===== src/rtl/dot_acc_pkg.sv =====
// dot_acc_engine shared definitions.
// State enum, width helpers and signed clamp helpers.
package dot_acc_pkg;

  typedef enum logic [1:0] {
    IDLE,
    ACCUM,
    DRAIN,
    OUT
  } state_e;

  function automatic int pp_size(
    input int i0,
    input int i1
  );
    return i0 + i1 + 1;
  endfunction

  function automatic int full_size(
    input int i0,
    input int i1,
    input int arr,
    input int ml
  );
    return i0 + i1 + $clog2(arr * ml) + 1;
  endfunction

  function automatic int cnt_size(input int ml);
    return $clog2(ml + 1);
  endfunction

  function automatic logic signed [63:0] sat_max(
    input int w
  );
    return (64'sd1 <<< (w - 1)) - 64'sd1;
  endfunction

  function automatic logic is_sat(
    input logic signed [63:0] v,
    input int w
  );
    return (v > sat_max(w)) || (v < ~sat_max(w));
  endfunction

  function automatic logic signed [63:0] clamp(
    input logic signed [63:0] v,
    input int w
  );
    if (v > sat_max(w)) return sat_max(w);
    if (v < ~sat_max(w)) return ~sat_max(w);
    return v;
  endfunction

endpackage


===== src/rtl/dot_acc_if.sv =====
// dot_acc_engine stream interface.
// Operand beat input and result output handshakes.
interface dot_acc_if #(
  parameter int IN_SIZE_0  = 4,
  parameter int IN_SIZE_1  = 8,
  parameter int ARRAY_SIZE = 8,
  parameter int MAX_LEN    = 16,
  parameter int ACC_SIZE   = 16
) ();
  import dot_acc_pkg::*;

  localparam int CW = cnt_size(MAX_LEN);

  logic in_valid_i;
  logic in_ready_o;
  logic [ARRAY_SIZE-1:0][IN_SIZE_0-1:0] in_0_i;
  logic [ARRAY_SIZE-1:0][IN_SIZE_1-1:0] in_1_i;
  logic in_last_i;
  logic signed_0_i;
  logic signed_1_i;
  logic out_valid_o;
  logic out_ready_i;
  logic [ACC_SIZE-1:0] out_data_o;
  logic out_sat_o;
  logic out_len_err_o;
  logic [CW-1:0] out_count_o;

  modport master (
    output in_valid_i, in_0_i, in_1_i,
    output in_last_i, signed_0_i, signed_1_i,
    output out_ready_i,
    input  in_ready_o, out_valid_o,
    input  out_data_o, out_sat_o,
    input  out_len_err_o, out_count_o
  );

  modport slave (
    input  in_valid_i, in_0_i, in_1_i,
    input  in_last_i, signed_0_i, signed_1_i,
    input  out_ready_i,
    output in_ready_o, out_valid_o,
    output out_data_o, out_sat_o,
    output out_len_err_o, out_count_o
  );

endinterface


===== src/rtl/dot_acc_engine_array.sv =====
// dot_array_cs: one registered stage of extended
// multipliers reduced to a carry-save pair.
module dot_array_cs
  import dot_acc_pkg::*;
#(
  parameter int IN_SIZE_0  = 4,
  parameter int IN_SIZE_1  = 8,
  parameter int ARRAY_SIZE = 8,
  parameter int MAX_LEN    = 16,
  localparam int FULL = full_size(IN_SIZE_0,
    IN_SIZE_1, ARRAY_SIZE, MAX_LEN)
) (
  input  logic clk_i,
  input  logic rst_ni,
  input  logic vld_i,
  input  logic [ARRAY_SIZE-1:0][IN_SIZE_0-1:0] in_0_i,
  input  logic [ARRAY_SIZE-1:0][IN_SIZE_1-1:0] in_1_i,
  input  logic sgn_0_i,
  input  logic sgn_1_i,
  output logic [FULL-1:0] s_o,
  output logic [FULL-1:0] c_o
);

  localparam int PP = pp_size(IN_SIZE_0, IN_SIZE_1);

  logic signed [IN_SIZE_0:0] a_c;
  logic signed [IN_SIZE_1:0] b_c;
  logic signed [PP-1:0] p_c;
  logic [FULL-1:0] t_c, s_c, c_c, ns_c;

  function automatic logic [FULL-1:0] cy(
    input logic [FULL-1:0] x,
    input logic [FULL-1:0] y,
    input logic [FULL-1:0] z
  );
    return ((x & y) | (x & z) | (y & z)) << 1;
  endfunction

  // 3:2 compressor chain, one product per step
  always_comb begin
    a_c  = '0;
    b_c  = '0;
    p_c  = '0;
    t_c  = '0;
    s_c  = '0;
    c_c  = '0;
    ns_c = '0;
    for (int i = 0; i < ARRAY_SIZE; i++) begin
      a_c  = {sgn_0_i & in_0_i[i][IN_SIZE_0-1],
              in_0_i[i]};
      b_c  = {sgn_1_i & in_1_i[i][IN_SIZE_1-1],
              in_1_i[i]};
      p_c  = PP'(a_c) * PP'(b_c);
      t_c  = FULL'(p_c);
      ns_c = s_c ^ c_c ^ t_c;
      c_c  = cy(s_c, c_c, t_c);
      s_c  = ns_c;
    end
  end

  always_ff @(posedge clk_i or negedge rst_ni) begin
    if (!rst_ni) begin
      s_o <= '0;
      c_o <= '0;
    end else if (vld_i) begin
      s_o <= s_c;
      c_o <= c_c;
    end
  end

endmodule


===== src/rtl/dot_acc_engine.sv =====
// dot_acc_engine: streaming dot-product accumulator
// with carry-save accumulation and clamped result.
module dot_acc_engine
  import dot_acc_pkg::*;
#(
  parameter int IN_SIZE_0  = 4,
  parameter int IN_SIZE_1  = 8,
  parameter int ARRAY_SIZE = 8,
  parameter int MAX_LEN    = 16,
  parameter int ACC_SIZE   = 16,
  parameter int SATURATE   = 1
) (
  input logic clk_i,
  input logic rst_ni,
  dot_acc_if.slave bus
);

  localparam int FULL = full_size(IN_SIZE_0,
    IN_SIZE_1, ARRAY_SIZE, MAX_LEN);
  localparam int CW = cnt_size(MAX_LEN);

  state_e state_q, state_d;
  logic rdy_q, take_c, first_c;
  logic close_c, lenerr_c, lenerr_q;
  logic [CW-1:0] cnt_q, cnt_c;
  logic sgn0_q, sgn1_q, sgn0_c, sgn1_c;
  logic pp_vld_q, pp_first_q, pp_last_q;
  logic acc_done_q, sum_vld_q;
  logic [FULL-1:0] pp_s, pp_c;
  logic [FULL-1:0] acc_s_q, acc_c_q;
  logic [FULL-1:0] base_s, base_c;
  logic [FULL-1:0] x_s, x_c, n_s, n_c;
  logic signed [FULL-1:0] sum_q;
  logic signed [63:0] wide_c;
  logic [ACC_SIZE-1:0] data_c, data_q;
  logic sat_q, len_q;
  logic [CW-1:0] count_q;

  function automatic logic [FULL-1:0] cy(
    input logic [FULL-1:0] x,
    input logic [FULL-1:0] y,
    input logic [FULL-1:0] z
  );
    return ((x & y) | (x & z) | (y & z)) << 1;
  endfunction

  assign take_c  = bus.in_valid_i & rdy_q;
  assign first_c = (state_q == IDLE);
  assign cnt_c   = first_c ? CW'(1)
                           : cnt_q + CW'(1);
  assign close_c = bus.in_last_i
                 | (cnt_c == CW'(MAX_LEN));
  assign lenerr_c = (cnt_c == CW'(MAX_LEN))
                  & ~bus.in_last_i;
  assign sgn0_c = first_c ? bus.signed_0_i : sgn0_q;
  assign sgn1_c = first_c ? bus.signed_1_i : sgn1_q;

  dot_array_cs #(
    .IN_SIZE_0 (IN_SIZE_0),
    .IN_SIZE_1 (IN_SIZE_1),
    .ARRAY_SIZE(ARRAY_SIZE),
    .MAX_LEN   (MAX_LEN)
  ) u_array (
    .clk_i  (clk_i),
    .rst_ni (rst_ni),
    .vld_i  (take_c),
    .in_0_i (bus.in_0_i),
    .in_1_i (bus.in_1_i),
    .sgn_0_i(sgn0_c),
    .sgn_1_i(sgn1_c),
    .s_o    (pp_s),
    .c_o    (pp_c)
  );

  always_comb begin
    state_d = state_q;
    unique case (state_q)
      IDLE:  if (take_c)
               state_d = close_c ? DRAIN : ACCUM;
      ACCUM: if (take_c && close_c)
               state_d = DRAIN;
      DRAIN: if (sum_vld_q) state_d = OUT;
      OUT:   if (bus.out_ready_i) state_d = IDLE;
    endcase
  end

  always_ff @(posedge clk_i or negedge rst_ni) begin
    if (!rst_ni) begin
      state_q <= IDLE;
      rdy_q   <= 1'b0;
    end else begin
      state_q <= state_d;
      rdy_q   <= (state_d == IDLE)
              || (state_d == ACCUM);
    end
  end

  always_ff @(posedge clk_i or negedge rst_ni) begin
    if (!rst_ni) begin
      cnt_q    <= '0;
      lenerr_q <= 1'b0;
      sgn0_q   <= 1'b0;
      sgn1_q   <= 1'b0;
    end else if (take_c) begin
      cnt_q    <= cnt_c;
      lenerr_q <= lenerr_c;
      sgn0_q   <= sgn0_c;
      sgn1_q   <= sgn1_c;
    end
  end

  // 4:2 merge of the product pair into the accumulator
  assign base_s = pp_first_q ? '0 : acc_s_q;
  assign base_c = pp_first_q ? '0 : acc_c_q;
  assign x_s = base_s ^ base_c ^ pp_s;
  assign x_c = cy(base_s, base_c, pp_s);
  assign n_s = x_s ^ x_c ^ pp_c;
  assign n_c = cy(x_s, x_c, pp_c);

  always_ff @(posedge clk_i or negedge rst_ni) begin
    if (!rst_ni) begin
      pp_vld_q   <= 1'b0;
      pp_first_q <= 1'b0;
      pp_last_q  <= 1'b0;
      acc_done_q <= 1'b0;
      sum_vld_q  <= 1'b0;
      acc_s_q    <= '0;
      acc_c_q    <= '0;
      sum_q      <= '0;
    end else begin
      pp_vld_q   <= take_c;
      acc_done_q <= pp_vld_q & pp_last_q;
      sum_vld_q  <= acc_done_q;
      if (take_c) begin
        pp_first_q <= first_c;
        pp_last_q  <= close_c;
      end
      if (pp_vld_q) begin
        acc_s_q <= n_s;
        acc_c_q <= n_c;
      end
      if (acc_done_q)
        sum_q <= acc_s_q + acc_c_q;
    end
  end

  assign wide_c = 64'(sum_q);
  assign data_c = (SATURATE != 0)
    ? ACC_SIZE'(clamp(wide_c, ACC_SIZE))
    : ACC_SIZE'(wide_c);

  always_ff @(posedge clk_i or negedge rst_ni) begin
    if (!rst_ni) begin
      data_q  <= '0;
      sat_q   <= 1'b0;
      len_q   <= 1'b0;
      count_q <= '0;
    end else if (sum_vld_q) begin
      data_q  <= data_c;
      sat_q   <= is_sat(wide_c, ACC_SIZE);
      len_q   <= lenerr_q;
      count_q <= cnt_q;
    end
  end

  assign bus.in_ready_o    = rdy_q;
  assign bus.out_valid_o   = (state_q == OUT);
  assign bus.out_data_o    = data_q;
  assign bus.out_sat_o     = sat_q;
  assign bus.out_len_err_o = len_q;
  assign bus.out_count_o   = count_q;

endmodule


===== src/flat_wrapper.sv =====
// flat-port wrapper written by rule: the top's interface ports become plain ports
module dot_acc_engine_flat import dot_acc_pkg::*;
#(
  parameter int IN_SIZE_0  = 4,
  parameter int IN_SIZE_1  = 8,
  parameter int ARRAY_SIZE = 8,
  parameter int MAX_LEN    = 16,
  parameter int ACC_SIZE   = 16,
  parameter int SATURATE   = 1
)
  (clk_i, rst_ni, bus_in_valid_i, bus_in_0_i, bus_in_1_i, bus_in_last_i, bus_signed_0_i, bus_signed_1_i, bus_out_ready_i, bus_in_ready_o, bus_out_valid_o, bus_out_data_o, bus_out_sat_o, bus_out_len_err_o, bus_out_count_o);
  dot_acc_if #(.IN_SIZE_0(IN_SIZE_0), .IN_SIZE_1(IN_SIZE_1), .ARRAY_SIZE(ARRAY_SIZE), .MAX_LEN(MAX_LEN), .ACC_SIZE(ACC_SIZE)) bus_i ();
  input logic clk_i;
  input logic rst_ni;
  input wire logic [$bits(bus_i.in_valid_i)-1:0] bus_in_valid_i;
  input wire logic [$bits(bus_i.in_0_i)-1:0] bus_in_0_i;
  input wire logic [$bits(bus_i.in_1_i)-1:0] bus_in_1_i;
  input wire logic [$bits(bus_i.in_last_i)-1:0] bus_in_last_i;
  input wire logic [$bits(bus_i.signed_0_i)-1:0] bus_signed_0_i;
  input wire logic [$bits(bus_i.signed_1_i)-1:0] bus_signed_1_i;
  input wire logic [$bits(bus_i.out_ready_i)-1:0] bus_out_ready_i;
  output wire logic [$bits(bus_i.in_ready_o)-1:0] bus_in_ready_o;
  output wire logic [$bits(bus_i.out_valid_o)-1:0] bus_out_valid_o;
  output wire logic [$bits(bus_i.out_data_o)-1:0] bus_out_data_o;
  output wire logic [$bits(bus_i.out_sat_o)-1:0] bus_out_sat_o;
  output wire logic [$bits(bus_i.out_len_err_o)-1:0] bus_out_len_err_o;
  output wire logic [$bits(bus_i.out_count_o)-1:0] bus_out_count_o;
  assign bus_i.in_valid_i = bus_in_valid_i;
  assign bus_i.in_0_i = bus_in_0_i;
  assign bus_i.in_1_i = bus_in_1_i;
  assign bus_i.in_last_i = bus_in_last_i;
  assign bus_i.signed_0_i = bus_signed_0_i;
  assign bus_i.signed_1_i = bus_signed_1_i;
  assign bus_i.out_ready_i = bus_out_ready_i;
  assign bus_in_ready_o = bus_i.in_ready_o;
  assign bus_out_valid_o = bus_i.out_valid_o;
  assign bus_out_data_o = bus_i.out_data_o;
  assign bus_out_sat_o = bus_i.out_sat_o;
  assign bus_out_len_err_o = bus_i.out_len_err_o;
  assign bus_out_count_o = bus_i.out_count_o;
  dot_acc_engine #(.IN_SIZE_0(IN_SIZE_0), .IN_SIZE_1(IN_SIZE_1), .ARRAY_SIZE(ARRAY_SIZE), .MAX_LEN(MAX_LEN), .ACC_SIZE(ACC_SIZE), .SATURATE(SATURATE)) u_core (.clk_i(clk_i), .rst_ni(rst_ni), .bus(bus_i));
endmodule

===== config.mk =====
export PLATFORM = sky130hd
export DESIGN_NAME = dot_acc_engine_flat
export DESIGN_NICKNAME = d
export VERILOG_FILES = /design/src/rtl/dot_acc_pkg.sv /design/src/rtl/dot_acc_if.sv /design/src/rtl/dot_acc_engine_array.sv /design/src/rtl/dot_acc_engine.sv /design/src/flat_wrapper.sv
export SDC_FILE = /design/constraint.sdc
export NUM_CORES = 1
export LEC_CHECK = 0
export ABC_AREA = 1
export ABC_CLOCK_PERIOD_IN_PS = 8800
export CAP_MARGIN = 20
export CORE_MARGIN = 8
export CORE_UTILIZATION = 54
export DETAILED_ROUTE_END_ITERATION = 16
export HOLD_SLACK_MARGIN = 0.08
export PLACE_DENSITY = 0.73
export RECOVER_POWER = 25
export REMOVE_ABC_BUFFERS = 1
export SLEW_MARGIN = 10
export SYNTH_ARGS = -nofsm -noshare
export SYNTH_HDL_FRONTEND = slang
export SYNTH_HIERARCHICAL = 1
export SYNTH_SLANG_ARGS = --single-unit
export TNS_END_PERCENT = 10

===== constraint.sdc =====
create_clock -name clk_i -period 8.8 [get_ports clk_i]
set_input_delay 2.64 -clock clk_i [delete_from_list [all_inputs] [get_ports clk_i]]
set_output_delay 2.64 -clock clk_i [all_outputs]
set_load 0.005 [all_outputs]

### Yosys cells after proc, flatten, opt, wreduce, memory -nomap -nowiden

Index checks and enable logic that the tools add are counted.

| cells by class | value |
|---|---|
| add/sub/neg operators | 2 |
| muxes and demuxes | 18 |
| divide/modulo/power cells | 0 |
| magnitude comparators | 2 |
| reduce and logical (&&, ||, !) cells | 5 |
| bitwise gates (word level) | 79 |
| equality and inequality tests | 5 |
| shift operators | 0 |
| multiply operators | 8 |

Operators with widths:

| kind | count |
|---|---|
| $and 19x19->19 | 25 |
| $xor 20x20->20 | 17 |
| $or 19x19->19 | 16 |
| $mul 5x9->13 | 8 |
| $mux 16 | 4 |
| $mux 20 | 2 |
| $add 20x20->20 | 1 |
| $gt 20x16->1 const B | 1 |
| $lt 20x16->1 const B | 1 |
| $and 1x1->1 | 19 |
| $mux 2 | 5 |
| $pmux 2 s4 | 1 |
| $add 5x1->5 const B | 1 |
| $eq 5x5->1 const B | 1 |
| $mux 1 | 5 |
| $mux 5 | 1 |
| $eq 2x1->1 const B | 2 |
| $eq 2x2->1 const B | 2 |
| $logic_not 2->1 | 2 |
| $logic_or 1x1->1 | 2 |
| $logic_and 1x1->1 | 1 |
| $not 1->1 | 1 |
| $or 1x1->1 | 1 |

| storage, ports and cells | value |
|---|---|
| word-level logic and storage cells | 139 |
| register bits | 137 |
| memories | 0 |
| RAM bits | 0 |
| ROM bits | 0 |
| input bits | 103 |
| latch bits | 0 |

### Depth between registers and ports, before layout

| depth | value |
|---|---|
| depth in word-level cells | 23 |
| gate-level depth with buffers | 38 |

### Cells and area by module

The synthesis kept the hierarchy.

By module, submodules not included:

| module | area an instance (sq um) | instances | cells each | seq. area each (sq um) |
|---|---|---|---|---|
| dot_array_cs | 16,782.3 | 1 | 2,113 | 950.9 |
| dot_acc_engine | 5,964.5 | 1 | 742 | 2,452.4 |

### Least setup slack after synthesis

No wires, ideal clock.

| timing | value |
|---|---|
| path type | input port to flip-flop |
| from | in bus_signed_1_i |
| to | reg u_core.u_array.s_o[12] |
| slack | -0.676 ns |
| arrival | 9.351 ns |
| setup time | 0.125 ns |
| cell stages on the path | 26 |
| data required time | 8.675 ns |
| cell sequence | inv_1 > o21ai_0 > buf_6 > nand2_1 > nor2_1 > fa_1 > fa_1 > inv_1 > fa_1 > inv_1 > ha_1 > a21o_1 > a31oi_1 > nand3_1 > nand3_1 > nand2_1 > ha_1 > fa_1 > inv_1 > fa_1 > fa_1 > fa_1 > inv_1 > fa_1 > fa_1 > mux2_2 |

| between the ends | value |
|---|---|
| cells in the longest elaborated chain, start to end | 20 |
| elaborated cells between the ends (all ways) | 56 |
| classes of those cells | mul: 8; mux: 1; bitwise: 47 |

RTL lines:

| element | line | RTL |
|---|---|---|
| start: declaration | flat_wrapper.sv:20 | `input wire logic [$bits(bus_i.signed_1_i)-1:0] bus_signed_1_i;` |
| $mux 1 (*) | dot_acc_engine.sv:56 | `assign sgn1_c = first_c ? bus.signed_1_i : sgn1_q;` |
| named net u_core.sgn1_c | dot_acc_engine.sv:26 | `logic sgn0_q, sgn1_q, sgn0_c, sgn1_c;` |
| $and 1x1->1 | dot_acc_engine_array.sv:51 | `b_c = {sgn_1_i & in_1_i[i][IN_SIZE_1-1],` |
| $mul 5x9->13 | dot_acc_engine_array.sv:53 | `p_c = PP'(a_c) * PP'(b_c);` |
| $xor 20x20->20 | dot_acc_engine_array.sv:55 | `ns_c = s_c ^ c_c ^ t_c;` |
| $and 19x19->19 / $xor 20x20->20 (equally long branches) | dot_acc_engine_array.sv:36, dot_acc_engine_array.sv:55 |  |
| $or 19x19->19 / $xor 20x20->20 (equally long branches) | dot_acc_engine_array.sv:36, dot_acc_engine_array.sv:55 |  |
| $or 19x19->19 / $and 19x19->19 (equally long branches) | dot_acc_engine_array.sv:36 | `return ((x & y) \| (x & z) \| (y & z)) << 1;` |
| [... 5 more ...] | - |  |
| $or 19x19->19 / $and 19x19->19 (equally long branches) | dot_acc_engine_array.sv:36 |  |
| $and 19x19->19, or another cell as far along | dot_acc_engine_array.sv:36 |  |
| $or 19x19->19 / $xor 20x20->20 (equally long branches) | dot_acc_engine_array.sv:36, dot_acc_engine_array.sv:55 |  |
| $or 19x19->19 / $and 19x19->19 (equally long branches) | dot_acc_engine_array.sv:36 |  |
| $xor 20x20->20 / $or 19x19->19 (equally long branches) (2 in a row) | dot_acc_engine_array.sv:55, dot_acc_engine_array.sv:36 |  |
| $xor 20x20->20 | dot_acc_engine_array.sv:55 |  |
| $xor 20x20->20 (*) | dot_acc_engine_array.sv:55 |  |
| named net u_core.u_array.ns_c[12] | dot_acc_engine_array.sv:29 | `logic [FULL-1:0] t_c, s_c, c_c, ns_c;` |
| end signal: assignment | dot_acc_engine_array.sv:63 | `s_o <= '0;` |
| end signal: assignment | dot_acc_engine_array.sv:66 | `s_o <= s_c;` |
| end: declaration | dot_acc_engine_array.sv:20 | `output logic [FULL-1:0] s_o,` |

Mark *: on every way through the listed nets, which the timed path passes. The rest lies on a longest branch.
A chain may end at the register's enable or synchronous reset.

### Final worst setup path

| timing | value |
|---|---|
| from | in bus_signed_0_i |
| to | reg u_core.u_array.s_o[12] |

| between the ends | value |
|---|---|
| cells in the longest elaborated chain, start to end | 21 |
| elaborated cells between the ends (all ways) | 56 |
| classes of those cells | mul: 8; mux: 1; bitwise: 47 |

RTL lines:

| element | line | RTL |
|---|---|---|
| start: declaration | flat_wrapper.sv:19 | `input wire logic [$bits(bus_i.signed_0_i)-1:0] bus_signed_0_i;` |
| $mux 1 (*) | dot_acc_engine.sv:55 | `assign sgn0_c = first_c ? bus.signed_0_i : sgn0_q;` |
| named net u_core.sgn0_c | dot_acc_engine.sv:26 |  |
| $and 1x1->1 | dot_acc_engine_array.sv:49 | `a_c = {sgn_0_i & in_0_i[i][IN_SIZE_0-1],` |
| $mul 5x9->13 | dot_acc_engine_array.sv:53 |  |
| $xor 20x20->20 / $and 19x19->19 (equally long branches) | dot_acc_engine_array.sv:55, dot_acc_engine_array.sv:36 |  |
| $and 19x19->19 | dot_acc_engine_array.sv:36 |  |
| $or 19x19->19 (2 in a row) | dot_acc_engine_array.sv:36 |  |
| $and 19x19->19 | dot_acc_engine_array.sv:36 |  |
| [... 3 more ...] | - |  |
| $or 19x19->19 (2 in a row) | dot_acc_engine_array.sv:36 |  |
| $and 19x19->19 | dot_acc_engine_array.sv:36 |  |
| $or 19x19->19 (2 in a row) | dot_acc_engine_array.sv:36 |  |
| $and 19x19->19 | dot_acc_engine_array.sv:36 |  |
| $or 19x19->19 (2 in a row) | dot_acc_engine_array.sv:36 |  |
| $xor 20x20->20 | dot_acc_engine_array.sv:55 |  |
| $xor 20x20->20 (*) | dot_acc_engine_array.sv:55 |  |
| named net u_core.u_array.ns_c[12] | dot_acc_engine_array.sv:29 |  |

Marked as above.

==> impl_metrics.yaml <==
final_layout:
  mostFrequentLayoutCells: "nand2_1, inv_1, fa_1"
  final_common_cell: "nand2_1"
  nets: 3832
  instances_no_fill: 3727
  layout-drive-gt1-share: 0.170
  multi_input_area_um2: 17000
  area_growth_pct: 21.2
  regArea_um2: 3400
  num-fill-cells: 3318
  fin_area_um2: 27600
  antenna_cells: 0
cts:
  hold_buffers: 0
  cts_tree: "yes"
  insertion_delay_ns: 0.42
  clock_sinks: 136
  clk_pin_slew_worst_paths_ns: 0.06
  cts-root-buf: "clkbuf_16"
  numCtsBuffers: 17
  cts.path.max_buffers: 2
  ctsHtreeMaxLevel: 4
drt:
  vias: 18500
  drtIter0Drc: 1069
  antenna_left: 0
  wl_per_cell_um: 14.3
  via_per_inst: 4.96
  wl_met3_um: 1990
  drc: 0
  highest_layer: "met4"
  first_pass_iters: 5
  met1_length_um: 22400
  totalWireLength_um: 53300
  met2_length_um: 27100
synth:
  ys_top_cells_by_area: "fa_1, dfrtp_1, nand2_1, inv_1, ha_1"
  synth_area_um2: 22700
  syn_inst: 2855
  avgSynthCellArea_um2: 7.97
  yosysTopAreaCell: "fa_1"
  yosys_register_bits: 136
  yosys_warnings: 6
  synth_seq_area_share: 0.150
  ys_types: 49
  netlist.area_leader.share: 0.303
sta:
  slew_violations: 39
  rsz0062_at_grt: "true"
  worst_slack_ns: -0.293
  setup_viol: 28
  final.setup_skew_ns: 0.0133
  hold_viol: 0
  slew_headroom: -0.183
  tightestPinTransition_ns: 1.77
  finalCritPeriodShare: 1.03
  fin_crit_ns: 9.09
  clock.fmax_ghz: 0.110
floorplanning:
  ios: 128
  fp.dieW_um: 221
  core_area_um2: 41800
  num_rows: 75
  die_h_um: 221
  start_util: 0.545
  die_area_um2: 48900
place:
  placed_cells: 3680
  place.gp.congestion: 0.924
  hpwl_um: 44700
  post-place-ws_ns: -1.50
  portBuffers: 127
  placed_area_um2: 26100
run_status:
  violations: "max-capacitance violations, max-slew violations, negative setup slack"
  status: "finished, violations left"
setup_path:
  startpoint_type: "input port"
  cp.arrival_ns: 9.40
  cp_slowest_cell: "fa_2"
  criticalPathCategory: "in -> reg"
  crit_path_end_kind: "flip-flop"
  slowest_delay_ns: 0.55
  crit_required_ns: 9.11
  critical_path.most_common_cell: "fa_2"
  cp_max_fo: 8
flow_run:
  maxCapViolations: 1
min_path:
  hold_path_class: "reg -> reg"
global_route:
  grt_max_degree: 70
  grtUsageTotal: 0.218
  grt_pass1_vias: 19600
  grt_pass1_wl_um: 90300
  antenna_found_initial: 0
  grt_overflow_total: 0
==> layer usage <==
| metal | vias up | GRT usage |
|---|---|---|
| met2 | 378 | 0.391 |
| li1 | 9067 | - |
| met3 | 97 | 0.0296 |
| met4 | 0 | 0.0749 |
| met1 | 8946 | 0.267 |
| met5 | - | 0 |
==> per-stage QoR <==
| stage | utilization | hold slack [ns] | setup TNS [ns] |
|---|---|---|---|
| 3_3_place_gp | 0.625 | 0.453 | -35.15 |
| 5_1_grt | 0.660 | 0.503 | -11.14 |
| 3_5_place_dp | 0.625 | 0.455 | -38.40 |
| 6_report | 0.660 | 0.471 | -4.58 |
| 2_1_floorplan | - | 0.433 | -29.24 |
| 4_1_cts | 0.652 | 0.470 | -5.69 |
==> sequential cells by signal (all words and copies together) (netlist names), 5 cells and up, named ones only <==
register / count
u_core/acc_s_q: 20
u_core/sum_q: 20
u_core/acc_c_q: 19
u_core/u_array/c_o: 19
u_core/u_array/s_o: 19
u_core/bus.out_data_o: 16
u_core/bus.out_count_o: 5
u_core/cnt_q: 5
==> kinds of logic after synthesis <==
group / Yosys count / share of synthesized area
XOR/XNOR: 111 / 0.0444
multiplexers: 38 / 0.0188
other: 1 / 0.000165
AND/OR/NAND/NOR: 1025 / 0.188
flip-flops: 136 / 0.150
adder cells (fa/ha/maj): 554 / 0.418
buffers and inverters: 803 / 0.134
AO/OA/AOI/OAI: 187 / 0.0459
==> repair_timing <==
| item | CTS | global route |
|---|---|---|
| resized for setup | 137 | 72 |
| endpoints found under the setup margin | 30 | 29 |
| setup buffers | 9 | 5 |
| pin swaps | 57 | 44 |
==> worst max-delay path: cells and delay by family <==
family          cells  cell delay (ns)
compound gates      1             0.14
fa+ha+maj          11             4.92
simple gates        8             0.75
mux                 1             0.27
buf+inv             9             0.67
==> cell type report <==
type	count	share of cell area
Timing Repair Buffer	363	0.112
Tap cell	539	0.0245
Clock inverter	12	0.00717
Sequential cell	136	0.123
Inverter	741	0.101
Multi-Input combinational cell	1916	0.616
Clock buffer	20	0.0162
==> worst paths after layout <==
path                                                   from                                  to  slack [ns]  depth (start not counted)
worst max-delay path                         bus_signed_0_i  u_core/u_array/s_o[12]$_DFFE_PN0P_       -0.29                         30
worst min-delay path            u_core/sum_q[1]$_DFFE_PN0P_         u_core/sum_q[1]$_DFFE_PN0P_        0.47                          2
worst max register to register  u_core/state_q[1]$_DFF_PN0_  u_core/u_array/s_o[12]$_DFFE_PN0P_        1.25                         31
worst min register to register  u_core/sum_q[1]$_DFFE_PN0P_         u_core/sum_q[1]$_DFFE_PN0P_        0.47                          2
max in group asynchronous                            rst_ni  u_core/u_array/s_o[18]$_DFFE_PN0P_        5.29                          2
min in group asynchronous                            rst_ni       u_core/acc_s_q[1]$_DFFE_PN0P_        2.21                          1
==> cells in the mapped netlist, drive strengths merged <==
master / instances
nand2: 757
inv: 739
fa: 344
ha: 210
dfrtp: 136
nand3: 97
nor2: 97
a21oi: 76
o21ai: 69
xor2: 58
xnor2: 53
or2: 50
mux2: 38
clkbuf: 34
buf: 28
nand4: 10
a31oi: 8
nand3b: 8
a21o: 7
o211ai: 7
o21bai: 7
a211oi: 5
nor3: 3
o22ai: 3
and2: 2
clkinv: 2
a21boi: 1
a41oi: 1
conb: 1
nor4: 1
o21a: 1
o311ai: 1
o31ai: 1
Power is left out: the tool's default activity adds up to more than one toggle a clock period on the data nets, which glitch-free logic cannot reach.
